`src/rtl/prog_loader.sv`:
```
// prog_loader: byte-stream program loader for the BIP processor.
// Receives a framed byte stream (0xA5, LEN_HI, LEN_LO, N x {hi,lo}, CHK),
// writes each assembled 16-bit word into program memory and, when the XOR
// checksum of the word bytes matches, releases the processor.
//
// Ports:
//   Clk       - system clock, rising edge
//   Reset     - asynchronous active-low reset
//   Rx_Data   - received byte, qualified by Rx_Valid
//   Rx_Valid  - one-cycle strobe per received byte
//   Wr_En     - program memory write strobe (one cycle per word)
//   Wr_Addr   - program memory write address
//   Wr_Data   - program memory write data (holds last written word)
//   Busy      - a frame is being received
//   Cpu_Run   - processor run enable, sticky until Reset
//   Error     - last frame rejected; cleared by the next header byte
module prog_loader #(
  parameter int unsigned addr_bus  = 11,
  parameter int unsigned data_size = 16
) (
  input  logic                 Clk,
  input  logic                 Reset,
  input  logic [7:0]           Rx_Data,
  input  logic                 Rx_Valid,
  output logic                 Wr_En,
  output logic [addr_bus-1:0]  Wr_Addr,
  output logic [data_size-1:0] Wr_Data,
  output logic                 Busy,
  output logic                 Cpu_Run,
  output logic                 Error
);

  localparam int unsigned IDX_W     = addr_bus + 1;
  localparam int unsigned MAX_WORDS = 32'd1 << addr_bus;
  localparam logic [7:0]  HEADER    = 8'hA5;

  typedef enum logic [2:0] {
    S_IDLE,
    S_LEN_HI,
    S_LEN_LO,
    S_DATA_HI,
    S_DATA_LO,
    S_CHECK,
    S_RUN,
    S_ERROR
  } state_t;

  state_t                 state_q, state_d;
  logic [15:0]            len_q, len_d;
  logic [IDX_W-1:0]       idx_q, idx_d;
  logic [7:0]             chk_q, chk_d;
  logic [7:0]             hi_q, hi_d;
  logic                   wr_en_q, wr_en_d;
  logic [addr_bus-1:0]    wr_addr_q, wr_addr_d;
  logic [data_size-1:0]   wr_data_q, wr_data_d;
  logic                   busy_q, busy_d;
  logic                   run_q, run_d;
  logic                   err_q, err_d;
  logic [15:0]            len_new;
  logic [IDX_W-1:0]       idx_inc;

  always_comb begin
    state_d   = state_q;
    len_d     = len_q;
    idx_d     = idx_q;
    chk_d     = chk_q;
    hi_d      = hi_q;
    wr_en_d   = 1'b0;
    wr_addr_d = wr_addr_q;
    wr_data_d = wr_data_q;
    len_new   = {len_q[15:8], Rx_Data};
    idx_inc   = idx_q + IDX_W'(1);

    if (Rx_Valid) begin
      case (state_q)
        S_IDLE: begin
          if (Rx_Data == HEADER) state_d = S_LEN_HI;
        end
        S_LEN_HI: begin
          len_d[15:8] = Rx_Data;
          state_d     = S_LEN_LO;
        end
        S_LEN_LO: begin
          len_d[7:0] = Rx_Data;
          idx_d      = '0;
          chk_d      = '0;
          if (len_new == 16'd0 || 32'(len_new) > MAX_WORDS) state_d = S_ERROR;
          else                                              state_d = S_DATA_HI;
        end
        S_DATA_HI: begin
          hi_d    = Rx_Data;
          chk_d   = chk_q ^ Rx_Data;
          state_d = S_DATA_LO;
        end
        S_DATA_LO: begin
          chk_d     = chk_q ^ Rx_Data;
          wr_en_d   = 1'b1;
          wr_addr_d = idx_q[addr_bus-1:0];
          wr_data_d = {hi_q, Rx_Data};
          idx_d     = idx_inc;
          // Index is one bit wider than the address so N = 2**addr_bus
          // terminates instead of wrapping back to zero.
          if (32'(idx_inc) == 32'(len_q)) state_d = S_CHECK;
          else                            state_d = S_DATA_HI;
        end
        S_CHECK: begin
          if (Rx_Data == chk_q) state_d = S_RUN;
          else                  state_d = S_ERROR;
        end
        S_RUN: begin
          state_d = S_RUN;
        end
        S_ERROR: begin
          if (Rx_Data == HEADER) state_d = S_LEN_HI;
        end
        default: state_d = S_IDLE;
      endcase
    end

    // Status outputs are decoded from the next state so they are registered.
    busy_d = (state_d == S_LEN_HI) || (state_d == S_LEN_LO) ||
             (state_d == S_DATA_HI) || (state_d == S_DATA_LO) ||
             (state_d == S_CHECK);
    run_d  = (state_d == S_RUN);
    err_d  = (state_d == S_ERROR);
  end

  always_ff @(posedge Clk or negedge Reset) begin
    if (!Reset) begin
      state_q   <= S_IDLE;
      len_q     <= '0;
      idx_q     <= '0;
      chk_q     <= '0;
      hi_q      <= '0;
      wr_en_q   <= 1'b0;
      wr_addr_q <= '0;
      wr_data_q <= '0;
      busy_q    <= 1'b0;
      run_q     <= 1'b0;
      err_q     <= 1'b0;
    end else begin
      state_q   <= state_d;
      len_q     <= len_d;
      idx_q     <= idx_d;
      chk_q     <= chk_d;
      hi_q      <= hi_d;
      wr_en_q   <= wr_en_d;
      wr_addr_q <= wr_addr_d;
      wr_data_q <= wr_data_d;
      busy_q    <= busy_d;
      run_q     <= run_d;
      err_q     <= err_d;
    end
  end

  assign Wr_En   = wr_en_q;
  assign Wr_Addr = wr_addr_q;
  assign Wr_Data = wr_data_q;
  assign Busy    = busy_q;
  assign Cpu_Run = run_q;
  assign Error   = err_q;

endmodule
```
`config.mk`:
```
export PLATFORM = sky130hd
export DESIGN_NAME = prog_loader
export DESIGN_NICKNAME = d
export VERILOG_FILES = /design/src/rtl/prog_loader.sv
export SDC_FILE = /design/constraint.sdc
export NUM_CORES = 1
export LEC_CHECK = 0
export ABC_CLOCK_PERIOD_IN_PS = 2900
export BUFFER_PORTS_ARGS = -buffer_cell sky130_fd_sc_hd__buf_2
export CAP_MARGIN = 20
export CORE_MARGIN = 4
export CORE_UTILIZATION = 25
export CTS_CLUSTER_SIZE = 20
export DETAILED_ROUTE_END_ITERATION = 8
export GPL_TIMING_DRIVEN = 0
export PLACE_DENSITY = 0.37
export SETUP_SLACK_MARGIN = 0.05
export SLEW_MARGIN = 20
export SYNTH_ARGS = -nofsm -noshare
export SYNTH_HDL_FRONTEND = slang
export SYNTH_SLANG_ARGS = --single-unit
```
`constraint.sdc`:
```
create_clock -name Clk -period 2.9 [get_ports Clk]
set_input_delay 0.435 -clock Clk [delete_from_list [all_inputs] [get_ports Clk]]
set_output_delay 0.435 -clock Clk [all_outputs]
set_load 0.01 [all_outputs]
```
# Yosys cells after proc, flatten, opt, wreduce, memory -nomap -nowiden
# Cells that the tools add are included.
# word_totals
elab_cells	59
output_inout_bits	31
regBits	78
inputBits	11
# classes
reduce_logical	17
n_lt_le_gt_ge	1
addsub	1
eq_ne	17
muxes	10
n_bitwise	1
# op_table
op	n
3-bit == test (second input constant)	8
12-bit one-hot mux with 2 select lines	1
3-bit one-hot mux with 7 select lines	1
12-bit by 16-bit == test with 1-bit output	1
16-bit by 12-bit greater-than comparator with 1-bit output (second input constant)	1
16-bit logical NOT	1
8-bit one-hot mux with 2 select lines	1
12-bit by 1-bit adder with 12-bit output (second input constant)	1
3-bit by 2-bit == test with 1-bit output (second input constant)	4
3-bit 2-to-1 mux	4
2-bit AND reduction	6
8-bit == test	1
8-bit == test (second input constant)	1
8-bit bitwise XOR	1
3-bit by 1-bit == test with 1-bit output (second input constant)	2
1-bit logical OR	5
2-bit nonzero test	2
2-bit OR reduction	2
3-bit logical NOT	1
1-bit 2-to-1 mux	3

# Logic depth before layout (Yosys ltp)
# Gate-level depths: netlist (run 1).
# depth
word_depth	10
ltp_mapped	9
depth_no_buf	7

# Worst setup path before layout (run 1)
# OpenSTA, ideal clock, no wires.
# synth_path
path_kind	input port to flip-flop
from	input port Rx_Data[4]
to	register busy_q (netlist: Busy)
stages	7
required_time_ns	2.822
path_buffers	1
t_arrival_ns	2.073
slack_ns	0.750
setup_time_ns	0.078
path_cell_list	clkbuf_1 or4_4 nand3b_1 xnor2_1 o41ai_1 nand2b_1 a21boi_1
# synth_between
elab_chain_len	10
word_cells_on_any_way	19
cone_classes	order compare: 1; eq/ne: 7; mux: 5; reduce/logical: 6
# synth_lines
element	line	rtl
start: declaration	23	input logic [7:0] Rx_Data,
16-bit by 12-bit greater-than comparator with 1-bit output / 16-bit logical NOT (equally long branches)	87	if (len_new == 16'd0 || 32'(len_new) > MAX_WORDS) state_d = S_ERROR;
1-bit logical OR	87	
3-bit 2-to-1 mux	87	
3-bit one-hot mux with 7 select lines *	75	case (state_q)
3-bit 2-to-1 mux *	74	if (Rx_Valid) begin
3-bit by 1-bit == test with 1-bit output / 3-bit by 2-bit == test with 1-bit output (equally long branches)	121	busy_d = (state_d == S_LEN_HI) || (state_d == S_LEN_LO) ||
1-bit logical OR (2 in series)	121	
1-bit logical OR	122	(state_d == S_DATA_HI) || (state_d == S_DATA_LO) ||
1-bit logical OR *	122	
named net busy_d	56	logic busy_q, busy_d;
end signal: assignment	150	busy_q <= busy_d;
end: declaration	56	
# The timed path passes the listed nets; every way through them passes the cells marked *.
# A chain may end at the register's enable or synchronous reset.

# Final worst setup path (run 1)
# layout_path
from	register idx_q[0]
to	register state_q[1]
# layout_between
elab_chain_len	5
# layout_lines
element	line	rtl
start: declaration	50	logic [IDX_W-1:0] idx_q, idx_d;
start signal: assignment	144	idx_q <= idx_d;
12-bit by 1-bit adder with 12-bit output	72	idx_inc = idx_q + IDX_W'(1);
12-bit by 16-bit == test with 1-bit output	103	if (32'(idx_inc) == 32'(len_q)) state_d = S_CHECK;
3-bit 2-to-1 mux	103	
3-bit one-hot mux with 7 select lines	75	
3-bit 2-to-1 mux	74	
named net state_d[1]	48	state_t state_q, state_d;
end signal: assignment	142	state_q <= state_d;
end: declaration	48	
# The timed path passes the listed nets, and every way through them passes these cells.

==> metrics.md, run 1 <==
| Metric | Value |
|---|---|
| RSZ-0062 raised after global routing | `no` |
| Register-to-Register Path Depth | `9` |
| Count of different cell masters after synthesis | `49` |
| Core ar. | `roughly 15,000 sq um` |
| Hold-fix buffers, CTS | `0` |
| Syn-to-layout area delta | `18.8%` |
| Avg Cell Area, Syn | `9.51 sq um` |
| Post-synthesis sequential area ratio | `50.4%` |
| Number of cells after detailed placement | `approximately 630` |
| Crit path time final | `2.53 ns` |
| Clk_lat worst skew | `around 0.34 ns` |
| Clock tree from TritonCTS | `done` |
| Async S/R FF share, synth | `100%` |
| Pin count of the biggest net entering global routing | `between 50 and 60` |
| Final core utilization | `a little under a third` |
| Area leader, netlist | `dfrtp_1` |
| CP Class | `reg -> reg` |
| Peak VDD IR | `~0.29 mV` |
| Final period utilization | `between 80% and 90%` |
| Max_cap viols | `0` |
| Achievable frequency | `396 MHz` |
| Gpl congestion | `a little over 0.7` |
| First-pass GRT wire length | `~18 mm` |
| Drt pass-1 iters | `4` |
| Setup bufs post-CTS | `0` |
| R2R setup slack | `between 0.3 and 0.4 ns` |
| Worst Skew | `about 0.0052 ns` |
| Clock Sinks | `slightly below 80` |
| Post-synth EDFFs | `0` |
| Bufs on Longest Clock Path | `2` |
| Measured slew at the worst slew-check pin | `approximately 0.73 ns` |
| Initial antenna violation count | `0` |
| Vias/cell | `4.84` |
| DIE AREA | `about 18,000 sq um` |
| Clk slew on worst S/H paths | `0.06 ns` |
| CTS Root Buffer Type | `clkbuf_16` |
| Final WS setup | `roughly 0.37 ns` |
| FP Rows | `45` |
| Cell Pwr Density | `about 750 nW/um^2` |
| HP Class | `in -> async` |
| Ys Warns | `0` |
| Layout cells sized above 1 | `roughly 18%` |
| Critical R2R Capture | `state_q[1]$_DFF_PN0_` |
| Max-slew headroom | `approximately 51%` |
| Die height | `about 130 microns` |
| Slew Limit Fails | `0` |
| Synth top cells by count | `nand2_1 (98), dfrtp_1 (78), a21oi_1 (30)` |
| Final #Nets | `around 460` |
| Count leader, synth | `nand2_1` |
| Delay of the slowest critical-path stage | `just under 0.5 ns` |
| Mapped Cells | `around 410` |
| Ranking of synthesized cells by area | `dfrtp_1 (50%), nand2_1 (9.5%), mux2_2 (7.0%), xnor2_1 (4.3%), a21oi_1 (3.9%)` |
| Leakage | `approximately 2.1 nW` |
| Fill count | `between 1,500 and 2,000` |
| Worst path cell trace | `ha_1 -> buf_2 -> and3_1 -> clkbuf_1 -> nand2_1 -> o32a_1 -> and3_1 -> nor4_2 -> o21bai_1` |
| H-tree lvl count | `3` |
| Hold_ws | `0.0245 ns` |
| CP most frequent cell | `and3_1` |
| DIE WIDTH | `between 100 and 150 microns` |
| N_diodes | `0` |
| DRT iter0 DRCs | `around 180` |
| Post-Syn Nets | `419` |
| I/O pin count | `42` |
| Top FF cell, synth | `dfrtp_1` |
| Setup TNS | `0 ns` |
| Critical path arrival | `~2.7 ns` |
| Post-DP HPWL | `~7.4 mm` |
| Post-Route WL | `roughly 11 mm` |
| Run status | `completed` |
| Post-synth top area share | `50.4%` |
| Total GRT Usage | `a little over an eighth` |
| Final Hold Fails | `0` |
| Post-route ant nets | `0` |
| Vias in the first global route | `3,332` |
| Final cell count without fillers | `roughly 640` |
| DRC Markers | `0` |
| Crit-path max FO | `8` |
| RR Startpoint | `idx_q[0]$_DFFE_PN0P_` |
| Critical Path Sink Type | `flip-flop` |
| Post-cts resize count | `0` |
| CP startpoint kind | `flip-flop` |
| Mapped cell area | `slightly below 4000 sq um` |
| DR vias | `between 3,000 and 4,000` |
| Crit-path slowest cell | `dfrtp_1` |
| WP data required | `3.11 ns` |
| Worst slack, placed | `between 0.2 and 0.25 ns` |
| Total gr overflow | `0` |
| TritonCTS Buffers | `9` |
| Initial Utilization | `25.5%` |
| WL/cell | `approximately 17 microns` |
| Post-synthesis register bit count | `between 70 and 80` |
| Final Setup Violations | `0` |
| Port bufs | `32` |
[logic make-up (layout without fill, tap and decap cells)]
kind of cell	Yosys count	after routing	synth area share, %
and+or+nand+nor	157	157	18.9
adders and majority gates	1	1	0.323
DFF	78	78	50.4
muxes	25	25	7.27
AOI/OAI and AO/OA	85	85	13.6
buffers and inverters	36	85	3.81
xor gates and xnor gates	25	25	5.66
[metal layers]
layer | wire length (microns) | track usage, % | vias to the layer above
met1 | 5240 | 17.6 | 1530
li1 | - | - | 1521
met5 | 0 | 0 | -
met4 | 191 | 4.39 | 0
met2 | 5080 | 21.0 | 59
met3 | 409 | 3.54 | 10
[state kept, by name, indices dropped and copies added (netlist names)]
register and count:
Busy 1, Cpu_Run 1, Error 1, Wr_Addr 11, Wr_Data 16, Wr_En 1, chk_q 8, hi_q 8
idx_q 12, len_q 16, state_q 3
[cell type report]
cell class	count	area, sq um	share of cell area (%)
inverters	4	15.0	0.327
repair buffers	33	190	4.14
multi-input cells	293	1770	38.5
flip-flops and latches	78	1950	42.4
plain buffers	32	133	2.88
clock buffers	12	256	5.58
clock inverters	4	45.0	0.980
well taps	188	235	5.12
[critical path: cells and delay by family (launching register included)]
family	cells	cell delay [ns]
adder cells (fa/ha/maj)	1	0.18
flip-flops	1	0.49
AO/OA/AOI/OAI	2	0.40
AND/OR/NAND/NOR	4	0.90
buffers and inverters	2	0.43
[report_power, final]
| part | internal [mW] | switching (mW) |
|---|---|---|
| Sequential | 1.35 | 0.216 |
| Combinational | 0.360 | 0.381 |
| Clock | 0.709 | 0.450 |
| Total | 2.42 | 1.05 |
[cells in the final DEF, fill, tap and decap left out, types with 4 or more instances in the layout]
master / synthesis / layout
a211oi_1: 8 / 8
a21oi_1: 30 / 30
buf_2: 4 / 35
clkbuf_1: 25 / 26
clkbuf_16: 0 / 9
dfrtp_1: 78 / 78
mux2_2: 24 / 24
nand2_1: 98 / 98
nand3_1: 8 / 8
nand4_1: 8 / 8
nor2_1: 12 / 12
nor3_1: 4 / 4
nor4_1: 5 / 5
o21ai_0: 15 / 15
o22ai_1: 9 / 9
o31ai_1: 5 / 5
o41ai_1: 4 / 4
xnor2_1: 19 / 19
xor2_1: 6 / 6
[worst max-delay path by stage]
stage / from / endpoint
final: idx_q[0]$_DFFE_PN0P_ / state_q[1]$_DFF_PN0_
after global routing: idx_q[0]$_DFFE_PN0P_ / state_q[1]$_DFF_PN0_
after CTS: idx_q[0]$_DFFE_PN0P_ / state_q[1]$_DFF_PN0_
after detailed placement: Rx_Data[3] / Busy$_DFF_PN0_
after global placement: Rx_Data[3] / Busy$_DFF_PN0_
after floorplan: Rx_Data[4] / Busy$_DFF_PN0_
[through the flow]
| step | area, sq um | total power [mW] |
|---|---|---|
| finish | 4600 | 3.47 |
| global route | 4600 | 3.70 |
| CTS | 4600 | 3.53 |
| detailed placement | 4300 | 2.34 |
| global placement | 4270 | 2.30 |
| floorplan | 3870 | 2.07 |
Power figures use the tool's default switching activity.
==> inputs of run 2 (changes only) <==
--- a/config.mk
+++ b/config.mk
@@ -5,6 +5,7 @@
 export SDC_FILE = /design/constraint.sdc
 export NUM_CORES = 1
 export LEC_CHECK = 0
+export ABC_AREA = 1
 export ABC_CLOCK_PERIOD_IN_PS = 2900
 export BUFFER_PORTS_ARGS = -buffer_cell sky130_fd_sc_hd__buf_2
 export CAP_MARGIN = 20
@@ -14,6 +15,7 @@
 export DETAILED_ROUTE_END_ITERATION = 8
 export GPL_TIMING_DRIVEN = 0
 export PLACE_DENSITY = 0.37
+export REMOVE_ABC_BUFFERS = 1
 export SETUP_SLACK_MARGIN = 0.05
 export SLEW_MARGIN = 20
 export SYNTH_ARGS = -nofsm -noshare
==> run 2 against run 1 <==
Net effect:
- clock-buffer cell count down 2
- synthesized area down 5.4%
- core utilization up 0.99 points
- synthesized cell count up 12%
- clock power about the same
- clock skew up 0.0021 ns
==> metrics.md, run 2 <==
| Metric | Value |
|---|---|
| Drt pass-1 iters | `4` |
| Number of cells after detailed placement | `roughly 670` |
| Critical path arrival | `approximately 2.8 ns` |
| Mapped Cells | `approximately 460` |
| DIE AREA | `16,600 sq um` |
| Vias in the first global route | `3,061` |
| H-tree lvl count | `3` |
| Max_cap viols | `0` |
| Post-cts resize count | `0` |
| Ys Warns | `0` |
| Switching part of the total | `roughly 37%` |
| Synth top cells by count | `nand2_1 (139), dfrtp_1 (78), o21ai_0 (59)` |
| Pin count of the biggest net entering global routing | `47` |
| WL/cell | `roughly 14 microns` |
| DRC Markers | `0` |
| Run status | `completed` |
| Critical Path Sink Type | `flip-flop` |
| Ranking of synthesized cells by area | `dfrtp_1 (53%), nand2_1 (14%), o21ai_0 (8.1%), inv_1 (5.7%), nand3_1 (5.5%)` |
| Mapped cell area | `~3700 sq um` |
| Die height | `~130 microns` |
| Post-route ant nets | `0` |
| Crit path time final | `approximately 2.6 ns` |
| First-pass GRT wire length | `roughly 16 mm` |
| Worst Skew | `0.00732 ns` |
| WP data required | `just over 3 ns` |
| Top FF cell, synth | `dfrtp_1` |
| P_sw | `approximately 1.6 mW` |
| RSZ-0062 raised after global routing | `no` |
| Cell Pwr Density | `980 nW/um^2` |
| Total gr overflow | `0` |
| N_diodes | `0` |
| Async S/R FF share, synth | `100%` |
| Post-Route WL | `approximately 9.5 mm` |
| HP Class | `in -> async` |
| Layout cells sized above 1 | `13.6%` |
| TritonCTS Buffers | `9` |
| Avg Cell Area, Syn | `approximately 8 sq um` |
| Clock tree from TritonCTS | `done` |
| Gpl congestion | `between 0.7 and 0.8` |
| CP startpoint kind | `flip-flop` |
| Hold-fix buffers, CTS | `0` |
| Final cell count without fillers | `roughly 680` |
| Setup bufs post-CTS | `0` |
| Clk_lat worst skew | `roughly 0.34 ns` |
| DR vias | `between 3,000 and 4,000` |
| Placement Cell Area | `4090 sq um` |
| Slew Limit Fails | `0` |
| Fill count | `approximately 1,500` |
| Bufs on Longest Clock Path | `2` |
| Vias/cell | `approximately 4.5` |
| Post-synth EDFFs | `0` |
| Clock Sinks | `~80` |
| Syn-to-layout area delta | `20.3%` |
| Initial Utilization | `between 20% and 30%` |
| DIE WIDTH | `~130 microns` |
| Clk slew on worst S/H paths | `roughly 0.060 ns` |
| Final period utilization | `88.1%` |
| Internal Power | `between 2 and 3 mW` |
| Count of different cell masters after synthesis | `21` |
| CP Class | `reg -> reg` |
| CTS Root Buffer Type | `clkbuf_16` |
| Initial antenna violation count | `0` |
| Commonest non-fill, non-tap cell in the layout | `nand2_1` |
| I/O pin count | `42` |
| Clk pwr share | `27.5%` |
| Max-slew headroom | `between 40% and 50%` |
| Peak VDD IR | `between 0.3 and 0.4 mV` |
| Crit-path max FO | `42` |
| Register area | `between 1500 and 2000 sq um` |
| Final #Nets | `about 510` |
| Worst slack, placed | `~0.14 ns` |
| Total GRT Usage | `around 12%` |
| Final Setup Violations | `0` |
| Comb pwr share | `about a third` |
| Final instance area | `between 4000 and 5000 sq um` |
| Measured slew at the worst slew-check pin | `between 0.7 and 0.8 ns` |
| Count leader, synth | `nand2_1` |
| Post-synth top area share | `53.3%` |
| Post-synthesis sequential area ratio | `53.3%` |
| Post-synthesis register bit count | `78` |
| Core ar. | `~14,000 sq um` |
| DRT iter0 DRCs | `around 230` |
| Final Hold Fails | `0` |
| Achievable frequency | `391 MHz` |
| Area of the multi-input gates | `between 1000 and 1500 sq um` |
| Most frequent cells in the layout | `nand2_1 (139), dfrtp_1 (78), o21ai_0 (59)` |
| Post-DP HPWL | `6.51 mm` |
| Port bufs | `41` |
| FP Rows | `43` |
| Final WS setup | `~0.34 ns` |
| Sequential power share | `roughly two fifths` |
| Leakage | `2.18 nW` |
| Area leader, netlist | `dfrtp_1` |
[run 2: critical path, stage by stage (launching register included)]
cell	delay (ns)
dfrtp_1	0.42
nor2_1	0.15
nand2_1	0.14
nor2_2	0.61
inv_2	0.29
buf_12	0.25
nand2_1	0.39
o21ai_0	0.14
[run 2: cell families (layout without fill, tap and decap cells)]
kind of cell               Yosys count  count (layout)  share of synthesized area (%)
buffers and inverters               70             116                           7.28
adders and majority gates            1               1                          0.342
xor gates and xnor gates            10              10                           2.77
AOI/OAI and AO/OA                   70              70                           9.81
DFF                                 78              78                           53.3
and+or+nand+nor                    226             226                           26.5
[run 2: metrics by stage]
stage / TNS [ns] / hold slack, ns / total power [mW] / utilization, %
after floorplan: 0 / 0.139 / 2.64 / -
after global placement: -33.26 / 0.453 / 3.14 / 28.7
after detailed placement: 0 / 0.424 / 3.18 / 29.0
after CTS: 0 / 0.0461 / 4.40 / 31.2
after global routing: 0 / 0.0664 / 4.71 / 31.2
final: 0 / 0.0371 / 4.32 / 31.2
[run 2: worst paths after layout]
kind | cells after the start | endpoint | startpoint | slack [ns]
min in group Clk | 4 | chk_q[4]$_DFFE_PN0P_ | Rx_Data[4] | 0.46
hold / removal | 1 | Wr_En$_DFF_PN0_ | Reset | 0.04
setup reg to reg | 7 | idx_q[10]$_DFFE_PN0P_ | state_q[1]$_DFF_PN0_ | 0.34
max in group asynchronous | 2 | Wr_Addr[9]$_DFFE_PN0P_ | Reset | 2.25
setup / recovery | 7 | idx_q[10]$_DFFE_PN0P_ | state_q[1]$_DFF_PN0_ | 0.34
hold reg to reg | 2 | Wr_Data[10]$_DFFE_PN0P_ | Wr_Data[10]$_DFFE_PN0P_ | 0.47
[run 2: final cells by class]
class,instances,share of cell area (%)
Inverter,57,4.86
Clock buffer,10,5.43
Tap cell,180,5.12
Clock inverter,6,1.56
Timing Repair Buffer,43,5.80
Multi-Input combinational cell,307,32.9
Sequential cell,78,44.3
[run 2: routing by layer]
metal	track usage (%)	wire, microns	part of all wire, %	vias up
met4	5.62	169	1.8	0
met5	0	0	0	-
met3	2.72	375	3.9	12
met1	17.1	4710	50	1436
met2	18.8	4250	45	59
li1	-	-	-	1539
[run 2: power groups by stage]
stage | clock, mW | combinational, mW | sequential [mW]
after global placement | 0 | 1.35 | 1.78
after CTS | 1.23 | 1.39 | 1.77
final | 1.18 | 1.36 | 1.77
after global routing | 1.27 | 1.60 | 1.83
after floorplan | 0 | 0.807 | 1.83
after detailed placement | 0 | 1.39 | 1.79
